**config.mk**
```make
export PLATFORM = sky130hd
export DESIGN_NAME = seg_scan_mux
export DESIGN_NICKNAME = d
export VERILOG_FILES = /design/src/rtl/seg_scan_pkg.sv /design/src/rtl/seg_scan_mux_tick_gen.sv /design/src/rtl/seg_scan_mux.sv
export SDC_FILE = /design/constraint.sdc
export NUM_CORES = 1
export LEC_CHECK = 0
export ABC_AREA = 1
export BUFFER_PORTS_ARGS = -buffer_cell sky130_fd_sc_hd__buf_2
export CAP_MARGIN = 20
export CORE_UTILIZATION = 45
export DETAILED_ROUTE_END_ITERATION = 12
export PLACE_DENSITY = 0.76
export SYNTH_ARGS = -nofsm -noshare
export SYNTH_HDL_FRONTEND = slang
export SYNTH_SLANG_ARGS = --single-unit
```
**constraint.sdc**
```tcl
create_clock -name clk -period 3.9 [get_ports clk]
set_input_delay 0.39 -clock clk [delete_from_list [all_inputs] [get_ports clk]]
set_output_delay 0.39 -clock clk [all_outputs]
set_load 0.02 [all_outputs]
```
**src/rtl/seg_scan_pkg.sv**
```systemverilog
`default_nettype none
// ============================================================================
// Module  : seg_scan_pkg
// Brief   : Shared helpers for the seven-segment scan multiplexer: slot
//           sub-division, blank/anode pattern builders, parameter checks.
// Revision: 1.0 - initial release
// ============================================================================
package seg_scan_pkg;

  // Widest digit count / segment width the pattern helpers can build.
  localparam int MAX_W = 64;

  // Clocks per brightness phase inside one digit slot.
  function automatic int calc_sub(input int refresh_div, input int bright_w);
    return refresh_div / (1 << bright_w);
  endfunction

  // Segment pattern that lights nothing for the given segment polarity.
  function automatic logic [MAX_W-1:0] blank_pattern(input bit seg_active_low);
    return seg_active_low ? {MAX_W{1'b1}} : {MAX_W{1'b0}};
  endfunction

  // Anode drive: one-hot on bit idx when on=1, all inactive otherwise,
  // then mapped onto the board polarity.
  function automatic logic [MAX_W-1:0] an_drive(input int idx, input bit an_active_low,
                                                input bit on);
    logic [MAX_W-1:0] v;
    v = on ? (MAX_W'(1) << idx) : {MAX_W{1'b0}};
    return an_active_low ? ~v : v;
  endfunction

  // Legal parameter set: slots split evenly into phases, dead time fits
  // inside the first phase, and the pattern helpers are wide enough.
  function automatic bit params_ok(input int num_digits, input int seg_w,
                                   input int refresh_div, input int bright_w,
                                   input int blank_cyc);
    int sub;
    if (num_digits < 2 || num_digits > MAX_W) return 1'b0;
    if (seg_w < 1 || seg_w > MAX_W) return 1'b0;
    if (bright_w < 1 || bright_w > 16) return 1'b0;
    if (refresh_div < 2 || (refresh_div % (1 << bright_w)) != 0) return 1'b0;
    sub = refresh_div / (1 << bright_w);
    if (blank_cyc < 0 || blank_cyc >= sub) return 1'b0;
    return 1'b1;
  endfunction

endpackage : seg_scan_pkg
`default_nettype wire

```
**src/rtl/seg_scan_mux_tick_gen.sv**
```systemverilog
`default_nettype none
// ============================================================================
// Module  : scan_tick_gen
// Brief   : Refresh prescaler. Counts clocks within a digit slot and derives
//           the PWM phase plus slot start/end strobes.
// Revision: 1.0 - initial release
// ============================================================================
module scan_tick_gen
  import seg_scan_pkg::*;
#(
  parameter int REFRESH_DIV = 100000,
  parameter int BRIGHT_W    = 4,
  localparam int CW         = $clog2(REFRESH_DIV)
) (
  input  logic                clk,
  input  logic                reset_n,
  output logic [CW-1:0]       cyc_o,
  output logic [BRIGHT_W-1:0] phase_o,
  output logic                slot_start_o,
  output logic                slot_end_o
);

  localparam int SUB = calc_sub(REFRESH_DIV, BRIGHT_W);
  localparam int SW  = (SUB > 1) ? $clog2(SUB) : 1;
  localparam logic [CW-1:0] C_LAST   = CW'(REFRESH_DIV - 1);
  localparam logic [SW-1:0] SUB_LAST = SW'(SUB - 1);

  logic [CW-1:0]       cyc_q,   cyc_d;
  logic [SW-1:0]       sub_q,   sub_d;
  logic [BRIGHT_W-1:0] phase_q, phase_d;

  // Phase is tracked with a sub-counter rather than a divider; because the
  // slot is an exact multiple of the phase count, both wrap together.
  always_comb begin
    cyc_d   = cyc_q;
    sub_d   = sub_q;
    phase_d = phase_q;
    if (cyc_q == C_LAST) begin
      cyc_d   = '0;
      sub_d   = '0;
      phase_d = '0;
    end else begin
      cyc_d = cyc_q + CW'(1);
      if (sub_q == SUB_LAST) begin
        sub_d   = '0;
        phase_d = phase_q + BRIGHT_W'(1);
      end else begin
        sub_d = sub_q + SW'(1);
      end
    end
  end

  // Prescaler state registers.
  always_ff @(posedge clk or negedge reset_n) begin
    if (!reset_n) begin
      cyc_q   <= '0;
      sub_q   <= '0;
      phase_q <= '0;
    end else begin
      cyc_q   <= cyc_d;
      sub_q   <= sub_d;
      phase_q <= phase_d;
    end
  end

  assign cyc_o        = cyc_q;
  assign phase_o      = phase_q;
  assign slot_start_o = (cyc_q == '0);
  assign slot_end_o   = (cyc_q == C_LAST);

endmodule : scan_tick_gen
`default_nettype wire

```
**src/rtl/seg_scan_mux.sv**
```systemverilog
`default_nettype none
// ============================================================================
// Module  : seg_scan_mux
// Brief   : Time-multiplexed seven-segment driver with per-digit enable,
//           PWM brightness, dead time, output polarity and frame pulse.
// Revision: 1.0 - initial release
// ============================================================================
module seg_scan_mux
  import seg_scan_pkg::*;
#(
  parameter int NUM_DIGITS     = 4,
  parameter int SEG_W          = 7,
  parameter int REFRESH_DIV    = 100000,
  parameter int BRIGHT_W       = 4,
  parameter int BLANK_CYC      = 2,
  parameter int AN_ACTIVE_LOW  = 1,
  parameter int SEG_ACTIVE_LOW = 1
) (
  input  logic                        clk,
  input  logic                        reset_n,
  input  logic [NUM_DIGITS*SEG_W-1:0] seg_in,
  input  logic [NUM_DIGITS-1:0]       digit_en,
  input  logic [BRIGHT_W-1:0]         brightness,
  output logic [NUM_DIGITS-1:0]       an,
  output logic [SEG_W-1:0]            sseg,
  output logic                        frame_start
);

  localparam int CW = $clog2(REFRESH_DIV);
  localparam int IW = $clog2(NUM_DIGITS);
  localparam logic [IW-1:0]    IDX_LAST      = IW'(NUM_DIGITS - 1);
  localparam logic [CW-1:0]    C_BLANK       = CW'(BLANK_CYC);
  localparam logic [MAX_W-1:0] SEG_BLANK_ALL = blank_pattern(SEG_ACTIVE_LOW != 0);
  localparam logic [MAX_W-1:0] AN_OFF_ALL    = an_drive(0, AN_ACTIVE_LOW != 0, 1'b0);
  localparam logic [SEG_W-1:0]      SEG_BLANK = SEG_BLANK_ALL[SEG_W-1:0];
  localparam logic [NUM_DIGITS-1:0] AN_OFF    = AN_OFF_ALL[NUM_DIGITS-1:0];

  if (!params_ok(NUM_DIGITS, SEG_W, REFRESH_DIV, BRIGHT_W, BLANK_CYC)) begin : g_param_check
    $error("seg_scan_mux: illegal parameter combination");
  end

  logic [CW-1:0]       cyc;
  logic [BRIGHT_W-1:0] phase;
  logic                slot_start;
  logic                slot_end;

  scan_tick_gen #(
    .REFRESH_DIV (REFRESH_DIV),
    .BRIGHT_W    (BRIGHT_W)
  ) u_tick (
    .clk          (clk),
    .reset_n      (reset_n),
    .cyc_o        (cyc),
    .phase_o      (phase),
    .slot_start_o (slot_start),
    .slot_end_o   (slot_end)
  );

  logic [IW-1:0]         idx_q,    idx_d;
  logic [BRIGHT_W-1:0]   bright_q, bright_d;
  logic [NUM_DIGITS-1:0] an_q,     an_d;
  logic [SEG_W-1:0]      sseg_q,   sseg_d;
  logic                  fs_q,     fs_d;
  logic [BRIGHT_W-1:0]   bright_eff;
  logic                  active;
  logic [MAX_W-1:0]      an_all;

  // Next digit index, brightness latch and registered drive for (idx, c).
  // At c=0 the freshly presented code is used so the latch and the drive
  // decision agree even when no dead time is configured.
  always_comb begin
    idx_d = idx_q;
    if (slot_end) begin
      idx_d = (idx_q == IDX_LAST) ? '0 : idx_q + IW'(1);
    end
    bright_d   = slot_start ? brightness : bright_q;
    bright_eff = bright_d;
    active     = digit_en[idx_q] && (cyc >= C_BLANK) && (phase <= bright_eff);
    an_all     = an_drive(int'(idx_q), AN_ACTIVE_LOW != 0, active);
    an_d       = an_all[NUM_DIGITS-1:0];
    sseg_d     = active ? seg_in[idx_q*SEG_W +: SEG_W] : SEG_BLANK;
    fs_d       = slot_start && (idx_q == '0);
  end

  // Scan state and output registers; reset blanks the display at once.
  always_ff @(posedge clk or negedge reset_n) begin
    if (!reset_n) begin
      idx_q    <= '0;
      bright_q <= '0;
      an_q     <= AN_OFF;
      sseg_q   <= SEG_BLANK;
      fs_q     <= 1'b0;
    end else begin
      idx_q    <= idx_d;
      bright_q <= bright_d;
      an_q     <= an_d;
      sseg_q   <= sseg_d;
      fs_q     <= fs_d;
    end
  end

  assign an          = an_q;
  assign sseg        = sseg_q;
  assign frame_start = fs_q;

endmodule : seg_scan_mux
`default_nettype wire

```
==> run metrics <==
status complete, no violations; clock latency on the worst-skew pair 0.31 ns; Worst setup EP type flip-flop; drt wl/cell 11.9 um; DRT Wirelength 6.57 mm; Post-Syn Area 3140 um2; detailed router's first-iteration violation count 113; Seq cells post-synth 52; Leakage 1.93 nW; clock-pin slew on the worst setup and hold paths 0.10 ns; Slew @ Worst Pin 0.578 ns; Core Rows 30; Total Routing Usage GR 0.202; net load switching power 0.221 mW; Cells after DPL 544; Mean Syn Cell Area 7.45 um2; Area contributors post-synth dfrtp_1 33%, nand2_1 13%, nor2_1 9.3%; share of the synthesized area in the top cell type 0.326; Gates resized, CTS repair 0; core area 6760 um2; setup bufs post-CTS 0; Final Power 0.963 mW; RSZ-0062 raised after global routing no; Primary FF master, synth dfrtp_1; Seq/Total Area, Yosys 0.418; Critical R2R Launch u_tick.cyc_o[8]; Yosys top cell by area dfrtp_1; clock skew 0.0147 ns; relative slew slack 0.615; fmax 426 MHz; Synth warnings 0; Slew Limit Fails 0; CTS Buffer Depth 2; DRT Pass-1 Iters 6; TritonCTS Buffers 5; Top Ports 50; initial antenna violation count 0; Layout Cells excl Fill 552; Die Span X 85.6 um; Sequential Power Share 0.572; vias in the first global route 2,714; Logic pwr share 0.062; async set-reset flop share out of synthesis 1.00; number of flops mapped to enable cells by yosys 0; # setup viols final 0; Arr. time, crit path 2.56 ns; ANT cells 0; Tmin final 2.35 ns; port bufs 49; Root Buffer clkbuf_8; internal power 0.742 mW; Post-layout nets 523; Sw Ratio 0.229; Starting Density 0.465; nature of the critical path startpoint flip-flop; reg2reg path depth 13; first-pass GRT wire length 11.7 mm; H-tree depth 2; DRC violations left 0; cts hold-fix bufs 0; Syn Inst Count 422; syn nets 474; die area 7320 um2; PwrDens 271 nW/um2; largest net degree at the start of global routing 34; Max Cap Violations 0; Final TNS setup 0 ns; clk sinks 52; Final ANT Viol Nets 0; Max IR drop VDD 0.000132 V; CP Class flip-flop to flip-flop; Worst R2R End sseg[2]; R2R Setup Slk 1.55 ns; final hold vios 0; period utilisation layout 0.602; clock power share 0.366; CP Data Required Time 4.12 ns; DR vias 2,763; Die Y 85.6 um; share of layout cells above drive strength 1 0.206; gpl congestion 0.853; TritonCTS clock tree done; gr ovfl total 0; Avg Vias per Cell 5.01; count leader, synth nand2_1; Netlist cell types 29; P&R area growth vs syn 13.0%; dpl hpwl 5.07 mm; CP Max Fanout 11; Post-synth top cells 105 x nand2_1, 78 x nor2_1, 48 x inv_1; hold crit path type input port to async pin
state kept, by name (all words and copies together), names as in the netlist:
register,cells
u_tick.cyc_o,17
u_tick.sub_q,13
sseg,7
an,4
bright_q,4
u_tick.phase_o,4
idx_q,2
frame_start,1
power groups by stage:
stage          registers [mW]  clock network [mW]  logic (mW)
2_1_floorplan           0.568                   0      0.0175
3_3_place_gp            0.561                   0      0.0592
3_5_place_dp            0.561                   0      0.0608
4_1_cts                 0.551               0.362      0.0610
5_1_grt                 0.552               0.379      0.0691
6_report                0.551               0.352      0.0597
per-stage QoR:
step / instance area (um2) / hold slack (ns) / util / setup slack (ns)
6_report: 3550 / 0.0178 / 0.526 / 1.55
2_1_floorplan: 3140 / 0.0944 / - / 1.76
4_1_cts: 3550 / 0.0385 / 0.526 / 1.55
3_5_place_dp: 3450 / 0.380 / 0.510 / 1.58
3_3_place_gp: 3450 / 0.366 / 0.510 / 1.69
5_1_grt: 3550 / 0.0515 / 0.526 / 1.24
per-layer routing:
layer  vias to the layer above  share of wire  global-route usage
met4                         0          0.027              0.0970
met5                         -              0                   0
met1                      1253           0.44               0.247
li1                       1421              -                   -
met2                        73           0.50               0.351
met3                        16          0.034              0.0289
area by class of cell:
class                      count  area, um2
fill                         634       3200
tap                           80        100
timing repair buffer          50        253
inverter                      56        211
multi-input combinational    306       1570
clock buffer                   7       97.6
clock inverter                 1       8.76
sequential                    52       1320
cell families (layout without fill, tap and decap cells):
| family | Yosys count | count (layout) | share of synthesized area |
|---|---|---|---|
| XOR/XNOR | 14 | 14 | 0.0390 |
| adder cells (fa/ha/maj) | 14 | 14 | 0.0557 |
| flip-flops | 52 | 52 | 0.418 |
| AO/OA/AOI/OAI | 17 | 17 | 0.0303 |
| buffers and inverters | 64 | 114 | 0.0832 |
| AND/OR/NAND/NOR | 261 | 261 | 0.373 |
worst max-delay path, stage by stage (launching register included):
cell	delay, ns
dfrtp_1	0.45
nor2_4	0.16
nand3_1	0.12
nor2_2	0.20
nand2_2	0.14
nand2_1	0.10
o21ai_0	0.09
ha_1	0.30
inv_1	0.06
nor2_1	0.04
o21ai_0	0.13
nand2_1	0.07
nand2_1	0.27
nand4_1	0.15
cell usage in the layout (no fill, tap or decap), types with 2 or more instances in the layout:
cell type,count
xnor2_1,3
nand3_2,3
inv_1,48
nand3_1,41
dfrtp_1,41
o21ai_0,8
nor2_4,3
buf_2,49
nand2_1,105
nand2_2,4
nor3_2,2
nor2_2,4
clkbuf_8,5
nand2_4,3
inv_2,7
xor2_1,11
o21ai_1,2
a21oi_1,4
o21ai_2,2
nor2_1,78
dfstp_2,11
ha_1,14
nand4_1,16
worst max path at each step:
stage | startpoint | endpoint | slack, ns | cells past startpoint
global placement | u_tick.cyc_o[12] | sseg[0] | 1.69 | 13
CTS | u_tick.cyc_o[8] | sseg[2] | 1.55 | 13
detailed placement | u_tick.cyc_o[8] | sseg[2] | 1.58 | 13
finish | u_tick.cyc_o[8] | sseg[2] | 1.55 | 13
global route | u_tick.cyc_o[9] | sseg[3] | 1.24 | 13
floorplan | u_tick.cyc_o[0] | an[0] | 1.76 | 15
No activity file was read; power rests on OpenSTA's default activity.
